<file path="config.mk">
export PLATFORM = sky130hd
export DESIGN_NAME = uart_rx_oversampled
export DESIGN_NICKNAME = d
export VERILOG_FILES = /design/src/rtl/uart_rx_oversampled.sv
export SDC_FILE = /design/constraint.sdc
export NUM_CORES = 1
export LEC_CHECK = 0
export CAP_MARGIN = 40
export CORE_AREA = 2 2 48 68
export DETAILED_ROUTE_END_ITERATION = 8
export DIE_AREA = 0 0 50 70
export PLACE_DENSITY = 0.68
export SYNTH_ARGS = -nofsm -noshare
export SYNTH_HDL_FRONTEND = slang
export SYNTH_SLANG_ARGS = --single-unit
</file>
<file path="constraint.sdc">
create_clock -name clk -period 1.7 [get_ports clk]
set_clock_uncertainty 0.05 [all_clocks]
set_input_delay 0.34 -clock clk [delete_from_list [all_inputs] [get_ports clk]]
set_output_delay 0.34 -clock clk [all_outputs]
set_load 0.005 [all_outputs]
</file>
<file path="src/rtl/uart_rx_oversampled.sv">
// uart_rx_oversampled: oversampling UART receiver (8N1, LSB first, idle-high).
// A start edge is qualified at mid start bit. Each following bit is sampled
// once per OVERSAMPLE ticks at the bit centre. The stop bit is checked for
// framing errors.
// Optional build macro: UART_RX_PARITY_EN selects an 8E1 frame, which adds a
// parity bit before the stop bit and a parity_err output.
//
// Handshake: rx_done is a single-clk strobe with no back-pressure. rx_data,
// frame_err and parity_err become valid in the same clk as rx_done. They then
// hold until the next rx_done.
module uart_rx_oversampled #(
  parameter int OVERSAMPLE  = 16,
  parameter int DATA_BITS   = 8,
  parameter int SYNC_STAGES = 2
) (
  input  logic                 clk,
  input  logic                 rst,
  input  logic                 tick,
  input  logic                 rx_bit,
  output logic [DATA_BITS-1:0] rx_data,
  output logic                 rx_done,
  output logic                 frame_err,
  output logic                 rx_busy
`ifdef UART_RX_PARITY_EN
  ,
  output logic                 parity_err
`endif
);

  localparam int TW = $clog2(OVERSAMPLE);
  localparam int BW = (DATA_BITS > 1) ? $clog2(DATA_BITS) : 1;
  localparam logic [TW-1:0] TICK_HALF = TW'(OVERSAMPLE / 2 - 1);
  localparam logic [TW-1:0] TICK_LAST = TW'(OVERSAMPLE - 1);
  localparam logic [BW-1:0] BIT_LAST  = BW'(DATA_BITS - 1);

  typedef enum logic [2:0] {
    S_IDLE   = 3'd0,
    S_START  = 3'd1,
    S_DATA   = 3'd2,
    S_STOP   = 3'd3
`ifdef UART_RX_PARITY_EN
    ,
    S_PARITY = 3'd4
`endif
  } state_t;

  state_t                 state_q, state_d;
  logic [SYNC_STAGES-1:0] sync_q;
  logic [TW-1:0]          tick_cnt_q, tick_cnt_d;
  logic [BW-1:0]          bit_cnt_q, bit_cnt_d;
  logic [DATA_BITS-1:0]   shift_q, shift_d;
  logic                   line_ok_q, line_ok_d;
  logic [DATA_BITS-1:0]   rx_data_q, rx_data_d;
  logic                   rx_done_q, rx_done_d;
  logic                   frame_err_q, frame_err_d;
  logic                   rx_s;
`ifdef UART_RX_PARITY_EN
  logic                   parity_bit_q, parity_bit_d;
  logic                   parity_err_q, parity_err_d;
`endif

  // Synchronised serial input; bit 0 takes the raw pin
  assign rx_s = sync_q[SYNC_STAGES-1];

  // Metastability chain on the asynchronous pin, idle-high at reset
  always_ff @(posedge clk or posedge rst) begin
    if (rst) sync_q <= '1;
    else     sync_q <= {sync_q[SYNC_STAGES-2:0], rx_bit};
  end

  // State and datapath registers
  always_ff @(posedge clk or posedge rst) begin
    if (rst) begin
      state_q      <= S_IDLE;
      tick_cnt_q   <= '0;
      bit_cnt_q    <= '0;
      shift_q      <= '0;
      line_ok_q    <= 1'b1;
      rx_data_q    <= '0;
      rx_done_q    <= 1'b0;
      frame_err_q  <= 1'b0;
`ifdef UART_RX_PARITY_EN
      parity_bit_q <= 1'b0;
      parity_err_q <= 1'b0;
`endif
    end else begin
      state_q      <= state_d;
      tick_cnt_q   <= tick_cnt_d;
      bit_cnt_q    <= bit_cnt_d;
      shift_q      <= shift_d;
      line_ok_q    <= line_ok_d;
      rx_data_q    <= rx_data_d;
      rx_done_q    <= rx_done_d;
      frame_err_q  <= frame_err_d;
`ifdef UART_RX_PARITY_EN
      parity_bit_q <= parity_bit_d;
      parity_err_q <= parity_err_d;
`endif
    end
  end

  // Next-state logic: everything except the rx_done strobe advances only on tick
  always_comb begin
    state_d      = state_q;
    tick_cnt_d   = tick_cnt_q;
    bit_cnt_d    = bit_cnt_q;
    shift_d      = shift_q;
    line_ok_d    = line_ok_q;
    rx_data_d    = rx_data_q;
    rx_done_d    = 1'b0;
    frame_err_d  = frame_err_q;
`ifdef UART_RX_PARITY_EN
    parity_bit_d = parity_bit_q;
    parity_err_d = parity_err_q;
`endif
    if (tick) begin
      case (state_q)
        S_IDLE: begin
          // After a framing error the line must return high before a new
          // start edge is accepted, so a held break does not retrigger.
          if (rx_s) begin
            line_ok_d = 1'b1;
          end else if (line_ok_q) begin
            state_d    = S_START;
            tick_cnt_d = '0;
          end
        end
        S_START: begin
          if (tick_cnt_q == TICK_HALF) begin
            if (rx_s) begin
              state_d = S_IDLE;
            end else begin
              state_d    = S_DATA;
              tick_cnt_d = '0;
              bit_cnt_d  = '0;
            end
          end else begin
            tick_cnt_d = tick_cnt_q + TW'(1);
          end
        end
        S_DATA: begin
          if (tick_cnt_q == TICK_LAST) begin
            tick_cnt_d = '0;
            shift_d    = {rx_s, shift_q[DATA_BITS-1:1]};
            if (bit_cnt_q == BIT_LAST) begin
`ifdef UART_RX_PARITY_EN
              state_d = S_PARITY;
`else
              state_d = S_STOP;
`endif
            end else begin
              bit_cnt_d = bit_cnt_q + BW'(1);
            end
          end else begin
            tick_cnt_d = tick_cnt_q + TW'(1);
          end
        end
`ifdef UART_RX_PARITY_EN
        S_PARITY: begin
          if (tick_cnt_q == TICK_LAST) begin
            tick_cnt_d   = '0;
            parity_bit_d = rx_s;
            state_d      = S_STOP;
          end else begin
            tick_cnt_d = tick_cnt_q + TW'(1);
          end
        end
`endif
        S_STOP: begin
          if (tick_cnt_q == TICK_LAST) begin
            tick_cnt_d  = '0;
            rx_data_d   = shift_q;
            frame_err_d = ~rx_s;
            line_ok_d   = rx_s;
            rx_done_d   = 1'b1;
`ifdef UART_RX_PARITY_EN
            parity_err_d = (^shift_q) ^ parity_bit_q;
`endif
            state_d = S_IDLE;
          end else begin
            tick_cnt_d = tick_cnt_q + TW'(1);
          end
        end
        default: state_d = S_IDLE;
      endcase
    end
  end

  // Output mapping
  assign rx_data    = rx_data_q;
  assign rx_done    = rx_done_q;
  assign frame_err  = frame_err_q;
  assign rx_busy    = (state_q != S_IDLE);
`ifdef UART_RX_PARITY_EN
  assign parity_err = parity_err_q;
`endif

endmodule

</file>
==> qor.csv <==
metric,value,unit
outcome,"complete, no violations",
most frequent cells in the layout,"29 x nand2_1, 25 x dfrtp_1, 15 x buf_4, 13 x clkdlybuf4s50_1, 8 x mux2_2",
CTS Root Cell,clkbuf_8,
ant diodes,0,
Pwr Density,1240,nW/um^2
Placement Setup Slack,-165,ps
slew margin rel.,75.5,%
Total Power,0.00220,W
Gate Count Post-Synth,122,
Setup CP Type,flip-flop to flip-flop,
FMAX,603,MHz
DR WL met3,91,um
grt ovf,0,
CTS tree,built,
Crit path largest cell delay,390,ps
Post-route DRC,0,
number of global-route vias before repair,1091,
number of port buffers,14,
die footprint,3500,um^2
I/O Pins,15,
die width,50,um
"Slew Viols, Final",0,
syn nets,129,
CTS Buf Count,5,
count of state elements after synthesis,30,
Hold/Removal Path Class,flip-flop to flip-flop,
starting density of the core,45.5,%
Area Growth Syn to Fin,30.5,%
initial antenna violation count,0,
Buf/Inv on CP,0,
DR WL met2,1420,um
worst IR drop on VDD,701,uV
Site Rows,24,
DP HPWL,1950,um
H-tree lvl count,2,
Longest Clk Path Bufs,2,
core region area,2970,um^2
clock sink total,30,
Nets,161,
TritonRoute pass-1 iters,4,
family with the most delay on the worst path,adder cells,
leakage,0.847,nW
post-synth cell types,32,
CP Max Fanout,3,
top sig layer,met4,
Final period util,97.6,%
CP endpoint kind,flip-flop,
"Design Area, Final",1770,um^2
Slew @ Worst Pin,367,ps
DR iter-0 viols,18,
largest net degree at the start of global routing,31,
Final Hold Viols,0,
final wirelength,2700,um
vias per cell,5.20,
Placed Area,1630,um^2
Fillers,248,
Post-CTS Hold Buffers,0,
min Tclk post-route,1660,ps
Crit path required time,1810,ps
slowest CP cell,dfrtp_1,
DRT met1 WL,1120,um
global-route wire length before repair,4910,um
share of cells above drive strength 1,31.0,%
CP startpoint kind,flip-flop,
yosys warns,0,
Routed Antenna Nets,0,
"most common cell after layout, fill and taps aside",nand2_1,
final setup violation count,0,
routed len/inst,13.9,um
Die Y,70,um
via count,1009,
Worst-path clk slew,60,ps
post-synthesis instance area,1350,um^2
GR Util All Layers,19.0,%
later-pin clock latency in the skew report,280,ps
Worst EP arrival,1770,ps
routability cong.,0.877,
CP cell instances,ha_1 -> ha_4 -> nor4b_4 -> a21oi_2 -> mux2_2,
sequential fraction of the synthesis area,55.7,%
final worst slack,40.9,ps
max-cap violations,0,
"Core Util, Final",59.4,%
hold slack,312,ps
synthesized area per cell,11.1,um^2
## path summary, 6_finish.rpt
check	depth (start not counted)	to	start	slack [ps]
min reg2reg	0	sync_q[1]$_DFF_PP1_	sync_q[0]$_DFF_PP1_	310
max	5	bit_cnt_q[0]$_DFFE_PP0P_	bit_cnt_q[0]$_DFFE_PP0P_	40
max in group asynchronous	3	sync_q[0]$_DFF_PP1_	rst	910
min	0	sync_q[1]$_DFF_PP1_	sync_q[0]$_DFF_PP1_	310
max reg2reg	5	bit_cnt_q[0]$_DFFE_PP0P_	bit_cnt_q[0]$_DFFE_PP0P_	40
min in group asynchronous	3	rx_data[1]$_DFFE_PP0P_	rst	370
## cell usage after synthesis (all sizes together)
cell	instances	area share, %
a2111oi	1	1.1
a21o	1	0.55
a21oi	4	1.5
a22o	2	1.3
a2bb2oi	1	0.65
a311oi	1	0.65
a31oi	1	0.46
and3	1	0.46
and4	2	1.5
buf	3	1.3
clkbuf	2	0.74
dfrtp	27	50
dfstp	3	5.8
ha	3	2.8
inv	6	1.7
mux2	9	7.5
nand2	29	8.0
nand2b	2	0.92
nand3	2	0.74
nand4	2	2.0
nor2	5	1.4
nor2b	1	0.46
nor3b	2	1.9
nor4b	1	1.8
o21ai	8	3.0
o22a	1	0.65
o2bb2ai	1	0.65
o41ai	1	0.65
## what timing repair did
item                       CTS  global route
gates resized for setup      3             8
setup endpoints to repair    2            12
pin swaps                    1             4
setup buffers                1             1
## where the power goes
part           switching, W  leakage [nW]  internal, W
sequential         0.000112         0.392     0.000841
combinational      0.000350         0.411     0.000360
clock              0.000250        0.0450     0.000283
total              0.000712         0.847      0.00148
## layer usage
metal  up-vias  GRT usage (%)
li1        485              -
met1       494           22.6
met2        22           30.3
met3         8           5.13
met4         0           11.4
met5         -              0
## sequential cells by signal (all words and copies together), names as in the netlist
name / count
state_q: 2
frame_err: 1
shift_q: 8
bit_cnt_q: 3
sync_q: 2
rx_data: 8
tick_cnt_q: 4
line_ok_q: 1
rx_done: 1
## per-stage QoR
| step | TNS [ps] | cells |
|---|---|---|
| 2_1_floorplan | 0 | 122 |
| 3_3_place_gp | -1310 | 184 |
| 3_5_place_dp | -1610 | 184 |
| 4_1_cts | 0 | 193 |
| 5_1_grt | -10.1 | 194 |
| 6_report | 0 | 194 |
## layout make-up
class | count | area (um^2) | share of cell area, %
Timing Repair Buffer | 30 | 272 | 15.4
Clock inverter | 2 | 10.0 | 0.567
Multi-Input combinational cell | 81 | 584 | 33.1
Sequential cell | 30 | 757 | 42.8
Clock buffer | 6 | 72.6 | 4.11
Inverter | 6 | 22.5 | 1.27
Tap cell | 39 | 48.8 | 2.76
## cells by family (layout without fill, tap and decap cells)
kind of cell	after synthesis	in the layout	synth area share (%)
buf+inv	11	44	3.70
mux	9	9	7.49
compound gates	22	22	11.1
flops	30	30	55.7
fa+ha+maj	3	3	2.77
simple gates	47	47	19.2
Note: power is estimated with default switching activity, not from simulation.
